File: config.mk
export PLATFORM = sky130hd
export DESIGN_NAME = intel_vvp_icon_axi_packet_arbiter_flat
export DESIGN_NICKNAME = d
export VERILOG_FILES = /design/src/rtl/intel_vvp_icon_pkg.sv /design/src/rtl/intel_vvp_icon_axi_packet_arbiter_if.sv /design/src/rtl/intel_vvp_icon_axi_pipeline_stage.sv /design/src/rtl/intel_vvp_icon_axi_packet_arbiter.sv /design/src/flat_wrapper.sv
export SDC_FILE = /design/constraint.sdc
export NUM_CORES = 1
export LEC_CHECK = 0
export BUFFER_PORTS_ARGS = -buffer_cell sky130_fd_sc_hd__buf_2
export CAP_MARGIN = 10
export CORE_UTILIZATION = 45
export DETAILED_ROUTE_END_ITERATION = 8
export PLACE_DENSITY = 0.88
export SLEW_MARGIN = 15
export SYNTH_ARGS = -nofsm -noshare
export SYNTH_HDL_FRONTEND = slang
export SYNTH_HIERARCHICAL = 1
export SYNTH_SLANG_ARGS = --single-unit
File: constraint.sdc
create_clock -name clk -period 2.8 [get_ports clk]
set_input_delay 0.56 -clock clk [delete_from_list [all_inputs] [get_ports clk]]
set_output_delay 0.56 -clock clk [all_outputs]
set_load 0.05 [all_outputs]
File: src/rtl/intel_vvp_icon_pkg.sv
// Shared types and helpers for the VVP icon AXI-Stream blocks.
package intel_vvp_icon_pkg;

  localparam int unsigned VVP_USER_KEEP_BITS = 2;

  typedef enum logic [0:0] {
    StIdle,
    StLocked
  } arb_state_e;

  // Token streams carry a single user bit; pixel streams carry byte-keep bits.
  function automatic int unsigned user_width(input int unsigned is_token,
                                             input int unsigned data_width);
    int unsigned keep_bits;
    keep_bits = (data_width + 7) / 8;
    if (is_token != 0) begin
      user_width = 1;
    end else if (keep_bits > VVP_USER_KEEP_BITS) begin
      user_width = keep_bits;
    end else begin
      user_width = VVP_USER_KEEP_BITS;
    end
  endfunction

endpackage

File: src/rtl/intel_vvp_icon_axi_packet_arbiter_if.sv
// Bundled requester and merged AXI-Stream signals of the packet arbiter.
interface intel_vvp_icon_axi_packet_arbiter_if
  import intel_vvp_icon_pkg::*;
#(
  parameter int unsigned NUM_INPUTS         = 2,
  parameter int unsigned DATA_WIDTH         = 24,
  parameter int unsigned IS_TOKEN_INTERFACE = 0,
  parameter int unsigned USER_WIDTH         = user_width(IS_TOKEN_INTERFACE, DATA_WIDTH)
);

  logic [NUM_INPUTS-1:0]            axi_st_din_tvalid;
  logic [NUM_INPUTS*DATA_WIDTH-1:0] axi_st_din_tdata;
  logic [NUM_INPUTS*USER_WIDTH-1:0] axi_st_din_tuser;
  logic [NUM_INPUTS-1:0]            axi_st_din_tlast;
  logic [NUM_INPUTS-1:0]            axi_st_din_tready;

  logic                  axi_st_dout_tvalid;
  logic [DATA_WIDTH-1:0] axi_st_dout_tdata;
  logic [USER_WIDTH-1:0] axi_st_dout_tuser;
  logic                  axi_st_dout_tlast;
  logic                  axi_st_dout_tready;

  // master: the arbiter itself; slave: requesters plus downstream sink.
  modport master (
    input  axi_st_din_tvalid, axi_st_din_tdata, axi_st_din_tuser, axi_st_din_tlast,
    output axi_st_din_tready,
    output axi_st_dout_tvalid, axi_st_dout_tdata, axi_st_dout_tuser, axi_st_dout_tlast,
    input  axi_st_dout_tready
  );

  modport slave (
    output axi_st_din_tvalid, axi_st_din_tdata, axi_st_din_tuser, axi_st_din_tlast,
    input  axi_st_din_tready,
    input  axi_st_dout_tvalid, axi_st_dout_tdata, axi_st_dout_tuser, axi_st_dout_tlast,
    output axi_st_dout_tready
  );

endinterface

File: src/rtl/intel_vvp_icon_axi_pipeline_stage.sv
// Single-entry AXI-Stream register slice; full throughput, stable while stalled.
module intel_vvp_icon_axi_pipeline_stage #(
  parameter int unsigned WIDTH = 8
) (
  input  logic             clk,
  input  logic             rst,
  input  logic             in_valid,
  output logic             in_ready,
  input  logic [WIDTH-1:0] in_data,
  output logic             out_valid,
  input  logic             out_ready,
  output logic [WIDTH-1:0] out_data
);

  logic             valid_q;
  logic [WIDTH-1:0] data_q;

  assign in_ready  = !valid_q || out_ready;
  assign out_valid = valid_q;
  assign out_data  = data_q;

  always_ff @(posedge clk) begin
    if (rst) begin
      valid_q <= 1'b0;
    end else if (in_ready) begin
      valid_q <= in_valid;
    end
  end

  always_ff @(posedge clk) begin
    if (in_valid && in_ready) begin
      data_q <= in_data;
    end
  end

endmodule

File: src/rtl/intel_vvp_icon_axi_packet_arbiter.sv
// Round-robin, packet-locked merge of NUM_INPUTS AXI-Stream requesters onto one
// registered output stream.
module intel_vvp_icon_axi_packet_arbiter
  import intel_vvp_icon_pkg::*;
#(
  parameter int unsigned NUM_INPUTS         = 2,
  parameter int unsigned DATA_WIDTH         = 24,
  parameter int unsigned IS_TOKEN_INTERFACE = 0
) (
  input  logic       clk,
  input  logic       rst,
  input  logic       arb_enable,
  intel_vvp_icon_axi_packet_arbiter_if.master axi,
  output logic [1:0] grant_id,
  output logic       busy
);

  localparam int unsigned USER_WIDTH = user_width(IS_TOKEN_INTERFACE, DATA_WIDTH);
  localparam int unsigned BeatW      = DATA_WIDTH + USER_WIDTH + 1;
  localparam int          NumIn      = int'(NUM_INPUTS);
  localparam logic [1:0]  LastIdx    = 2'(NUM_INPUTS - 1);

  arb_state_e state_q, state_d;
  // Holds the current owner while locked and the last owner while idle.
  logic [1:0] owner_q, owner_d;

  logic                  pick_found;
  logic [1:0]            pick_idx;
  logic                  sel_valid;
  logic                  sel_last;
  logic [DATA_WIDTH-1:0] sel_data;
  logic [USER_WIDTH-1:0] sel_user;
  logic                  stage_in_valid;
  logic                  stage_in_ready;
  logic [BeatW-1:0]      stage_in_beat;
  logic [BeatW-1:0]      stage_out_beat;

  // Scan downward so the closest requester after the last owner wins.
  always_comb begin
    pick_found = 1'b0;
    pick_idx   = owner_q;
    for (int k = NumIn; k >= 1; k--) begin
      for (int j = 0; j < NumIn; j++) begin
        if (((int'(owner_q) + k) % NumIn) == j && axi.axi_st_din_tvalid[j]) begin
          pick_found = 1'b1;
          pick_idx   = 2'(j);
        end
      end
    end
  end

  always_comb begin
    sel_valid = 1'b0;
    sel_last  = 1'b0;
    sel_data  = '0;
    sel_user  = '0;
    for (int j = 0; j < NumIn; j++) begin
      if (owner_q == 2'(j)) begin
        sel_valid = axi.axi_st_din_tvalid[j];
        sel_last  = axi.axi_st_din_tlast[j];
        sel_data  = axi.axi_st_din_tdata[j*DATA_WIDTH +: DATA_WIDTH];
        sel_user  = axi.axi_st_din_tuser[j*USER_WIDTH +: USER_WIDTH];
      end
    end
  end

  always_comb begin
    axi.axi_st_din_tready = '0;
    for (int j = 0; j < NumIn; j++) begin
      axi.axi_st_din_tready[j] = (state_q == StLocked) && (owner_q == 2'(j)) && stage_in_ready;
    end
  end

  assign stage_in_valid = (state_q == StLocked) && sel_valid;
  assign stage_in_beat  = {sel_last, sel_user, sel_data};

  always_comb begin
    state_d = state_q;
    owner_d = owner_q;
    unique case (state_q)
      StIdle: begin
        if (arb_enable && pick_found) begin
          state_d = StLocked;
          owner_d = pick_idx;
        end
      end
      StLocked: begin
        if (sel_valid && stage_in_ready && sel_last) begin
          state_d = StIdle;
        end
      end
      default: state_d = StIdle;
    endcase
  end

  always_ff @(posedge clk) begin
    if (rst) begin
      state_q <= StIdle;
      owner_q <= LastIdx;
    end else begin
      state_q <= state_d;
      owner_q <= owner_d;
    end
  end

  assign grant_id = owner_q;
  assign busy     = (state_q == StLocked);

  intel_vvp_icon_axi_pipeline_stage #(
    .WIDTH (BeatW)
  ) u_out_stage (
    .clk       (clk),
    .rst       (rst),
    .in_valid  (stage_in_valid),
    .in_ready  (stage_in_ready),
    .in_data   (stage_in_beat),
    .out_valid (axi.axi_st_dout_tvalid),
    .out_ready (axi.axi_st_dout_tready),
    .out_data  (stage_out_beat)
  );

  assign {axi.axi_st_dout_tlast, axi.axi_st_dout_tuser, axi.axi_st_dout_tdata} = stage_out_beat;

endmodule

File: src/flat_wrapper.sv
// flat-port wrapper written by rule: the top's interface ports become plain ports
module intel_vvp_icon_axi_packet_arbiter_flat import intel_vvp_icon_pkg::*;
#(
  parameter int unsigned NUM_INPUTS         = 2,
  parameter int unsigned DATA_WIDTH         = 24,
  parameter int unsigned IS_TOKEN_INTERFACE = 0
)
  (clk, rst, arb_enable, grant_id, busy, axi_axi_st_din_tvalid, axi_axi_st_din_tdata, axi_axi_st_din_tuser, axi_axi_st_din_tlast, axi_axi_st_din_tready, axi_axi_st_dout_tvalid, axi_axi_st_dout_tdata, axi_axi_st_dout_tuser, axi_axi_st_dout_tlast, axi_axi_st_dout_tready);
  intel_vvp_icon_axi_packet_arbiter_if #(.NUM_INPUTS(NUM_INPUTS), .DATA_WIDTH(DATA_WIDTH), .IS_TOKEN_INTERFACE(IS_TOKEN_INTERFACE)) axi_i ();
  input  logic clk;
  input  logic rst;
  input  logic arb_enable;
  output logic [1:0] grant_id;
  output logic busy;
  input wire logic [$bits(axi_i.axi_st_din_tvalid)-1:0] axi_axi_st_din_tvalid;
  input wire logic [$bits(axi_i.axi_st_din_tdata)-1:0] axi_axi_st_din_tdata;
  input wire logic [$bits(axi_i.axi_st_din_tuser)-1:0] axi_axi_st_din_tuser;
  input wire logic [$bits(axi_i.axi_st_din_tlast)-1:0] axi_axi_st_din_tlast;
  output wire logic [$bits(axi_i.axi_st_din_tready)-1:0] axi_axi_st_din_tready;
  output wire logic [$bits(axi_i.axi_st_dout_tvalid)-1:0] axi_axi_st_dout_tvalid;
  output wire logic [$bits(axi_i.axi_st_dout_tdata)-1:0] axi_axi_st_dout_tdata;
  output wire logic [$bits(axi_i.axi_st_dout_tuser)-1:0] axi_axi_st_dout_tuser;
  output wire logic [$bits(axi_i.axi_st_dout_tlast)-1:0] axi_axi_st_dout_tlast;
  input wire logic [$bits(axi_i.axi_st_dout_tready)-1:0] axi_axi_st_dout_tready;
  assign axi_i.axi_st_din_tvalid = axi_axi_st_din_tvalid;
  assign axi_i.axi_st_din_tdata = axi_axi_st_din_tdata;
  assign axi_i.axi_st_din_tuser = axi_axi_st_din_tuser;
  assign axi_i.axi_st_din_tlast = axi_axi_st_din_tlast;
  assign axi_axi_st_din_tready = axi_i.axi_st_din_tready;
  assign axi_axi_st_dout_tvalid = axi_i.axi_st_dout_tvalid;
  assign axi_axi_st_dout_tdata = axi_i.axi_st_dout_tdata;
  assign axi_axi_st_dout_tuser = axi_i.axi_st_dout_tuser;
  assign axi_axi_st_dout_tlast = axi_i.axi_st_dout_tlast;
  assign axi_i.axi_st_dout_tready = axi_axi_st_dout_tready;
  intel_vvp_icon_axi_packet_arbiter #(.NUM_INPUTS(NUM_INPUTS), .DATA_WIDTH(DATA_WIDTH), .IS_TOKEN_INTERFACE(IS_TOKEN_INTERFACE)) u_core (.clk(clk), .rst(rst), .arb_enable(arb_enable), .axi(axi_i), .grant_id(grant_id), .busy(busy));
endmodule
Yosys cells after proc, flatten, opt, wreduce, memory -nomap -nowiden
Index checks and enable logic that the tools add are counted.
{"block": "totals", "reg_bits": 32, "output_inout_bits": 34, "inputBits": 62, "elab_cells": 51}
{"block": "classes", "add_sub_neg": 2, "mux": 19, "bitwise": 3, "n_reduce_logical": 20, "eq_ne": 3}
{"op": "$logic_not A32 Y1", "count": 2}
{"op": "$mux W24", "count": 2}
{"op": "$logic_and A1 B1 Y1", "count": 13}
{"op": "$mux W1", "count": 10}
{"op": "$mux W2", "count": 4}
{"op": "$mux W3", "count": 2}
{"op": "$eq A2 B2 Y1 const B", "count": 2}
{"op": "$reduce_bool A4 Y1", "count": 1}
{"op": "$reduce_and A3 Y1", "count": 1}
{"op": "$add A1 B1 Y1 const B", "count": 2}
{"op": "$and A1 B1 Y1 const A", "count": 2}
{"op": "$eq A2 B1 Y1 const B", "count": 1}
{"op": "$logic_not A2 Y1", "count": 1}
{"op": "$pmux W1 S2", "count": 1}
{"op": "$logic_not A1 Y1", "count": 1}
{"op": "$logic_or A1 B1 Y1", "count": 1}
{"op": "$not A1 Y1", "count": 1}

Depth between registers and ports, before layout
Gate-level depths: netlist (run 1).
{"block": "depth", "depth_word": 11, "mapped_depth": 5, "ltp_nobuf": 4}

Modules after synthesis
The synthesis (run 1) kept the hierarchy.
{"mod": "intel_vvp_icon_axi_pipeline_stage", "area_per_inst_um2": 895.9, "seq_area_each_um2": 860.8, "cells_per_inst": 33, "instances": 1}
{"mod": "intel_vvp_icon_axi_packet_arbiter", "area_per_inst_um2": 624.3, "seq_area_each_um2": 40.0, "cells_per_inst": 50, "instances": 1}

Worst setup path after synthesis (run 1)
OpenSTA, ideal clock, no wires.
{"block": "synth_timing", "path_kind": "flip-flop to output port", "start": "register u_core.owner_q[0] (netlist: u_core/grant_id[0])", "end": "output port axi_axi_st_din_tready[0]", "stages_incl_launch_ff": 4, "arrival_ps": 1498, "slack_ps": 742, "t_required_ps": 2240, "path_cell_list": "dfxtp_1 > buf_6 > buf_8 > nor2_1"}
{"block": "synth_via", "elab_chain_cells": 3}
{"element": "start: declaration", "line": "intel_vvp_icon_axi_packet_arbiter.sv:25", "rtl": "logic [1:0] owner_q, owner_d;"}
{"element": "start signal: assignment", "line": "intel_vvp_icon_axi_packet_arbiter.sv:99", "rtl": "owner_q <= LastIdx;"}
{"element": "start signal: assignment", "line": "intel_vvp_icon_axi_packet_arbiter.sv:102", "rtl": "owner_q <= owner_d;"}
{"element": "$logic_not A2 Y1", "line": "intel_vvp_icon_axi_packet_arbiter.sv:70", "rtl": "axi.axi_st_din_tready[j] = (state_q == StLocked) && (owner_q == 2'(j)) && stage_in_ready;"}
{"element": "$logic_and A1 B1 Y1 (2 in series)", "line": "intel_vvp_icon_axi_packet_arbiter.sv:70"}
{"element": "end: declaration", "line": "flat_wrapper.sv:19", "rtl": "output wire logic [$bits(axi_i.axi_st_din_tready)-1:0] axi_axi_st_din_tready;"}
No other way between the ends.

Worst setup path after layout (run 1)
{"block": "layout_timing", "start": "register u_core.owner_q[0] (netlist: u_core/grant_id[0])", "end": "output port axi_axi_st_din_tready[1]"}
{"block": "layout_via", "elab_chain_cells": 3}
{"element": "$eq A2 B1 Y1", "line": "intel_vvp_icon_axi_packet_arbiter.sv:70"}
{"element": "$logic_and A1 B1 Y1 (2 in series)", "line": "intel_vvp_icon_axi_packet_arbiter.sv:70"}
No other way between the ends.

==> run metrics, run 1 <==
Clock Latency Late Sink approximately 0.31 ns; Setup Viol. Count Final 0; crit-path cells and3_1 -> buf_2; Clock Skew just under 0.006 ns; I/O Buffers between 90 and 100; final core occ 0.649; Iter 0 DRT Violations 9; All-Layer GR Usage 0.174; top-area cell type share of the netlist area 0.553; CTS tree yes; router iterations before antenna repair 4; Sink Count 31; WP data required approximately 2.2 ns; Crit path largest cell delay 0.52 ns; Post-CTS Setup Repair Bufs 0; Gate Count Post-Synth 83; first-pass GRT wire length roughly 4400 um; Final Hold Fails 0; post-synth top area cell edfxtp_1; final cell count without fillers about 230; setup TNS 0 ns; diode count 0; CTS Buf Count 5; Post-DRT Antenna Nets 0; placed cells 217; Slew Viols, Final 0; crit start category register; vias per inst 4.71; Final Wtd Congestion 0.669; cts hold-fix bufs 0; Syn Area/Cell 18.3 sq um; Register-to-Register Setup Slack 1.20 ns; P_leak between 0.9 and 1 nW; Crit Path Class register to output port; Layout area overhead 33.6%; initial core utilization 0.486; R2R cell count 3; Root Buffer Master clkbuf_4; Max clock buf depth 2; commonest non-fill, non-tap cell in the layout buf_2; Tcrit/Tclk final 0.654; Yosys reg bits 31; clock slew at reported path FFs around 0.090 ns; status completed; hold crit path type primary input to register; CTS-repair resized insts 0; hold slack approximately 0.45 ns; Core Box Area 3130 sq um; post-route minimum period 1.83 ns; hold path cells 2; Nets about 240; Synth area leaders edfxtp_1, mux2_4, dfxtp_1; DRC Markers 0; Die Area around 3600 sq um; drt total wl between 2000 and 3000 um; pin count of the biggest net entering global routing 29; Post-Syn Area between 1500 and 2000 sq um; most frequent cells in the layout buf_2, edfxtp_1, mux2_4; width of the chip 60.1 um; Max-Cap Viols 0; Synth Net Count ~150; antenna violations before repair 0; WL per Instance about 13 um; RSZ-0062 raised after global routing no; number of global-route vias before repair ~1,100; critical path arrival between 1 and 1.5 ns; Power, Total 1.03 mW; CP max-delay cell dfxtp_2; worst reg2reg endpoint u_core/u_out_stage/out_data[22]; FMAX approximately 0.55 GHz; Synth Warn # 6; share of cells above drive strength 1 0.735; num ports between 90 and 100; HPWL after DPL 2290 um; Hold Crit Start rst; pwr/cell area 506 nW/um^2; reg2reg start u_core/grant_id[0]; FP Rows 20; CTS HTree Levels 2; CP endpoint kind output port; Cell variety after synth 25; Crit Path Max Fanout 14; Via Count around 1,100; DIE HEIGHT 60.1 um; GRT overflow 0; Seq/Total Area, Yosys 0.593; Worst Hold Path EP u_core/u_out_stage/out_valid; VDD IR max 310 uV
-- where the power goes --
group          switching, mW  internal (mW)  total [mW]  leakage [nW]
Sequential            0.0116          0.535       0.547         0.281
Combinational          0.142          0.109       0.252         0.685
Clock                  0.131         0.0977       0.229        0.0293
-- worst max-delay path by stage --
stage	end	start	slack, ns	cells past startpoint
finish	axi_axi_st_din_tready[1]	u_core/grant_id[0]	0.97	2
global route	axi_axi_st_din_tready[1]	u_core/grant_id[0]	0.87	2
CTS	axi_axi_st_din_tready[1]	u_core/grant_id[0]	0.93	2
floorplan	axi_axi_st_din_tready[0]	u_core/grant_id[0]	0.74	3
detailed placement	axi_axi_st_din_tready[0]	axi_axi_st_dout_tready	0.98	5
global placement	axi_axi_st_din_tready[0]	axi_axi_st_dout_tready	1.07	5
-- worst max-delay path: cells and delay by family, from the launching register on --
kind                   cells  cell delay (ns)
DFF                        1             0.52
buffers and inverters      1             0.25
and+or+nand+nor            1             0.20
-- routing by layer --
metal  routed length, um  vias to the layer above  track usage
met4                  47                        0        0.103
met2                1580                       65        0.325
met5                   0                        -            0
li1                    -                      506            -
met1                1110                      482        0.155
met3                 208                        6       0.0671
-- area by class of cell --
type                            count  area, sq um
Fill cell                         230         1100
Sequential cell                    31          902
Multi-Input combinational cell     46          542
Timing Repair Buffer               95          478
Tap cell                           44         55.1
Clock buffer                        7         45.0
Clock inverter                      1         5.00
Inverter                            1         3.75
-- stage by stage --
step | setup WS (ns) | cell area (sq um)
4_1_cts | 0.931 | 2030
2_1_floorplan | 0.742 | 1520
3_3_place_gp | 1.07 | 1980
6_report | 0.968 | 2030
5_1_grt | 0.871 | 2030
3_5_place_dp | 0.981 | 1980
-- state kept, by name, indices dropped and copies added (netlist names) --
register,cells
u_core/u_out_stage/out_data,28
u_core/u_out_stage/out_valid,1
u_core/grant_id,1
u_core/busy,1
-- cells by family (layout without fill, tap and decap cells) --
family | Yosys count | count (layout) | share of synthesized area
muxes | 29 | 29 | 0.281
buffers and inverters | 6 | 104 | 0.0510
and+or+nand+nor | 12 | 12 | 0.0535
AOI/OAI and AO/OA | 4 | 4 | 0.0198
other | 1 | 1 | 0.00247
DFF | 31 | 31 | 0.593
-- synth_stat cells (all sizes together) --
| cell | instances |
|---|---|
| a211o | 1 |
| a21oi | 2 |
| and2 | 1 |
| and3 | 1 |
| buf | 5 |
| conb | 1 |
| dfxtp | 3 |
| edfxtp | 28 |
| inv | 1 |
| mux2 | 28 |
| mux2i | 1 |
| nand2 | 1 |
| nand2b | 1 |
| nand3 | 1 |
| nand3b | 2 |
| nor2 | 2 |
| nor2b | 1 |
| nor3 | 1 |
| nor4bb | 1 |
| o21a | 1 |
No activity file was read; power rests on OpenSTA's default activity.
==> run 2: changes to the inputs <==
ABC_AREA = 1   (was unset)
CORE_UTILIZATION = 37   (was 45)
PLACE_DENSITY = 0.79   (was 0.88)
clock period = 1.55 ns   (was 2.8 ns; I/O delays follow)
==> run metrics, run 2 <==
Via Count 1,259; FP Rows 22; WL per Instance ~10 um; diode count 0; VDD IR max about 470 uV; pin count of the biggest net entering global routing 21; router iterations before antenna repair 4; Clock Skew between 0.002 and 0.0025 ns; Gate Count Post-Synth between 100 and 150; most numerous cell in the Yosys netlist nand2_1; final core occ 0.567; RSZ-0062 raised after global routing yes; vias per inst ~4.3; max reg flops 28; P_leak roughly 1.0 nW; I/O Buffers between 90 and 100; Core Box Area 3690 sq um; pwr/cell area 975 nW/um^2; most frequent cells in the layout buf_2, nand2_1, edfxtp_1; HPWL after DPL 2330 um; Crit path max-delay family buffers and inverters; CP max-delay cell dfxtp_4; Syn Area/Cell slightly below 10 sq um; FMAX between 0.6 and 0.7 GHz; number of global-route vias before repair approximately 1,100; Nets 307; Clock Latency Late Sink 0.27 ns; hold crit path type primary input to register; commonest non-fill, non-tap cell in the layout buf_2; drt total wl slightly below 3000 um; Layout area overhead 46.3%; Post-synth top cells nand2_1, edfxtp_1, nand2_2; antenna violations before repair 0; Setup Viol. Count Final 0; Crit Path Class register to output port; area occupied by multi-input gates approximately 470 sq um; status completed; Crit Path Max Fanout 17; Cell variety after synth 18; Iter 0 DRT Violations 29; DIE HEIGHT 64.2 um; WP data required 1.24 ns; Post-synth top flop edfxtp_1; width of the chip about 64 um; Post-DRT Antenna Nets 0; Final Hold Fails 0; Seq/Total Area, Yosys 0.630; Max-Cap Viols 0; post-synth top area cell edfxtp_1; final cell count without fillers about 290; Yosys reg bits 31; GRT overflow 0; crit start category register; Max clock buf depth 2; Synth Net Count around 210; DRC Markers 0; fillcell total between 300 and 400; top-area cell type share of the netlist area 0.588; share of cells above drive strength 1 0.520; CTS tree yes; setup TNS 0 ns; Buf/Inv on CP 2; CTS Buf Count 5; Sink Count 31; All-Layer GR Usage 0.148; critical path arrival approximately 1.2 ns; num ports 96; Placed Area between 1500 and 2000 sq um; Crit path largest cell delay roughly 0.36 ns; clock slew at reported path FFs approximately 0.06 ns; Tcrit/Tclk final 0.979; CP endpoint kind output port; first-pass GRT wire length 4490 um; Design Area, Final around 2100 sq um; Synth area leaders edfxtp_1, nand2_1, nand2_2; Final Wtd Congestion between 0.7 and 0.8; placed cells roughly 290; FFs w/ async S/R, synth 0; Slew Viols, Final 0; Post-Syn Area 1430 sq um; number of flops mapped to enable cells by yosys 28; flip-flop and latch area roughly 900 sq um; Power, Total just over 2 mW; CTS HTree Levels 2; crit-path cells buf_4 -> nor3_4 -> buf_6; initial core utilization 0.388; post-route minimum period 1.52 ns; Synth Warn # 6; Root Buffer Master clkbuf_8; Die Area 4120 sq um
==> run 2: cells by family (layout without fill, tap and decap cells) <==
group / Yosys count / after routing / share of synthesized area
simple gates: 95 / 95 / 0.275
flops: 31 / 31 / 0.630
buf+inv: 13 / 113 / 0.0647
compound gates: 6 / 6 / 0.0280
other cells: 1 / 1 / 0.00262
==> run 2: cell type report <==
class / count / share of cell area
Clock buffer: 7 / 0.0365
Clock inverter: 1 / 0.00239
Inverter: 5 / 0.0102
Multi-Input combinational cell: 102 / 0.226
Sequential cell: 31 / 0.434
Tap cell: 48 / 0.0287
Timing Repair Buffer: 100 / 0.262
==> run 2: final timing paths <==
| check | startpoint | endpoint | slack [ns] | cells after the start |
|---|---|---|---|---|
| setup / recovery | u_core/grant_id[0] | axi_axi_st_din_tready[0] | 0.03 | 3 |
| setup reg to reg | u_core/busy | u_core/u_out_stage/out_data[18] | 0.21 | 5 |
| hold / removal | rst | u_core/busy | 0.23 | 2 |
| hold reg to reg | u_core/busy | u_core/busy | 0.49 | 2 |
==> run 2: layer usage <==
layer	track usage	vias up	wire [um]
li1	-	661	-
met1	0.142	534	1160
met2	0.277	60	1480
met3	0.0500	4	261
met4	0.0750	0	38
met5	0	-	0
==> run 2: metrics by stage <==
stage                     setup WS, ns  hold slack (ns)
after CTS                      0.00284            0.218
after detailed placement         0.183            0.483
after floorplan                 -0.188            0.363
final                           0.0325            0.230
after global placement           0.201            0.481
after global routing           -0.0289            0.228
==> run 2: timing repair <==
action	CTS	global route
setup endpoints to repair	2	2
hold buffers	0	0
buffers inserted	0	0
gates resized for setup	5	3
==> run 2: power breakdown <==
| part | total [mW] | switching [mW] | internal, mW |
|---|---|---|---|
| registers | 0.986 | 0.0136 | 0.973 |
| clock network | 0.572 | 0.258 | 0.314 |
| logic | 0.481 | 0.320 | 0.161 |
| total | 2.04 | 0.592 | 1.45 |
==> run 3: changes to the inputs <==
REMOVE_ABC_BUFFERS = 1   (was unset)
clock period = 1.25 ns   (was 1.55 ns; I/O delays follow)
==> run metrics, run 3 (synthesis results as in run 2) <==
CP max-delay cell dfxtp_4; WP data required 1.00 ns; status finished, violations left; commonest non-fill, non-tap cell in the layout buf_2; I/O Buffers between 90 and 100; most frequent cells in the layout buf_2, nand2_1, edfxtp_1; R2R cell count 6; Slew Viols, Final 0; drt total wl between 3000 and 4000 um; DRC Markers 0; share of cells above drive strength 1 0.571; pin count of the biggest net entering global routing 29; Crit path max-delay family flip-flops; antenna violations before repair 0; placed cells slightly below 300; vias per inst approximately 4.4; Hold Crit Start rst; final cell count without fillers just over 300; CTS HTree Levels 2; most frequent cell on the critical path buf_6; GRT overflow 0; FMAX 0.707 GHz; DR top layer met4; Tcrit/Tclk final 1.13; router iterations before antenna repair 4; width of the chip 64.2 um; Worst Hold Path EP u_core/u_out_stage/out_valid; Clock Latency Late Sink roughly 0.28 ns; Post-DRT Antenna Nets 0; Buf/Inv on CP 3; final core occ 0.622; hold crit path type primary input to register; initial core utilization 0.388; worst reg2reg endpoint u_core/u_out_stage/out_data[21]; met2 wire len between 1500 and 2000 um; P_leak 1.15 nW; crit start category register; Final WS setup -0.164 ns; Max-Cap Viols 0; num ports 96; HPWL after DPL ~2300 um; Via Count approximately 1,400; Sink Count 31; CP endpoint kind output port; M1 wire length about 1300 um; max reg flops 28; reg2reg start u_core/grant_id[0]; Final Hold Fails 0; diode count 0; Die Area between 4000 and 5000 sq um; FP Rows 22; clock slew at reported path FFs about 0.060 ns; crit-path cells inv_4 -> buf_6 -> nor3_4 -> buf_6; Layout area overhead 60.5%; met3 WL between 200 and 250 um; Power, Total between 2 and 3 mW; VDD IR max slightly above 800 uV; Setup Viol. Count Final 43; All-Layer GR Usage 0.153; hold path cells 2; Crit Path Class register to output port; Core Box Area approximately 3700 sq um; pwr/cell area about 1300 nW/um^2; DIE HEIGHT roughly 64 um; CTS Buf Count 5; post-route minimum period 1.41 ns; WL per Instance 11.0 um; Crit path largest cell delay roughly 0.38 ns; setup TNS -2.90 ns; Max clock buf depth 2; critical path arrival between 1 and 1.5 ns; failing checks negative setup slack; Iter 0 DRT Violations 35; Final Wtd Congestion around 0.7; first-pass GRT wire length around 4600 um; CTS tree yes; Nets 320; fillcell total roughly 320; Clock Skew 0.00469 ns; DP Worst Slack -0.127 ns; number of global-route vias before repair ~1,100; Root Buffer Master clkbuf_8; Crit Path Max Fanout 4; Register-to-Register Setup Slack -0.08 ns; RSZ-0062 raised after global routing yes
==> run 3: repair_timing <==
item                                    CTS  global route
endpoints found under the setup margin   32            38
hold buffers                              0             0
gates cloned                              0             0
endpoints found under the hold margin     0             0
buffers inserted                          2             7
pin swaps                                 1             5
gates resized for setup                  20            15
==> run 3: power by group <==
part | switching (mW) | internal, mW
Clock | 0.353 | 0.582
Sequential | 0.0178 | 1.21
Combinational | 0.428 | 0.284
==> run 3: metal layers <==
metal,vias up,GRT usage
met3,6,0.0375
met5,-,0
met1,600,0.157
met4,0,0.0833
met2,58,0.285
li1,690,-
==> run 3: per-stage QoR <==
step / hold WS (ns) / area [sq um]
final: 0.158 / 2300
after global routing: 0.151 / 2300
after CTS: 0.149 / 2180
after detailed placement: 0.457 / 1990
after global placement: 0.456 / 1990
after floorplan: 0.312 / 1360
==> run 3: how the worst max path moves through the flow <==
stage	from	endpoint	slack, ns	cells past startpoint
2_1_floorplan	u_core/grant_id[0]	u_core/u_out_stage/out_data[0]	-2.13	4
3_3_place_gp	u_core/grant_id[0]	u_core/u_out_stage/out_data[7]	-0.1	5
3_5_place_dp	u_core/grant_id[0]	u_core/u_out_stage/out_data[7]	-0.13	5
4_1_cts	u_core/grant_id[0]	axi_axi_st_din_tready[1]	-0.15	4
5_1_grt	u_core/grant_id[0]	axi_axi_st_din_tready[1]	-0.20	4
6_report	u_core/grant_id[0]	axi_axi_st_din_tready[1]	-0.16	4
==> run 3: final cells by class <==
| cell class | count | area [sq um] | share of cell area |
|---|---|---|---|
| clock buffers | 5 | 68.8 | 0.0300 |
| clock inverters | 3 | 38.8 | 0.0169 |
| inverters | 5 | 21.3 | 0.00926 |
| multi-input cells | 102 | 483 | 0.210 |
| flip-flops and latches | 31 | 907 | 0.395 |
| well taps | 48 | 60.1 | 0.0262 |
| repair buffers | 113 | 717 | 0.312 |
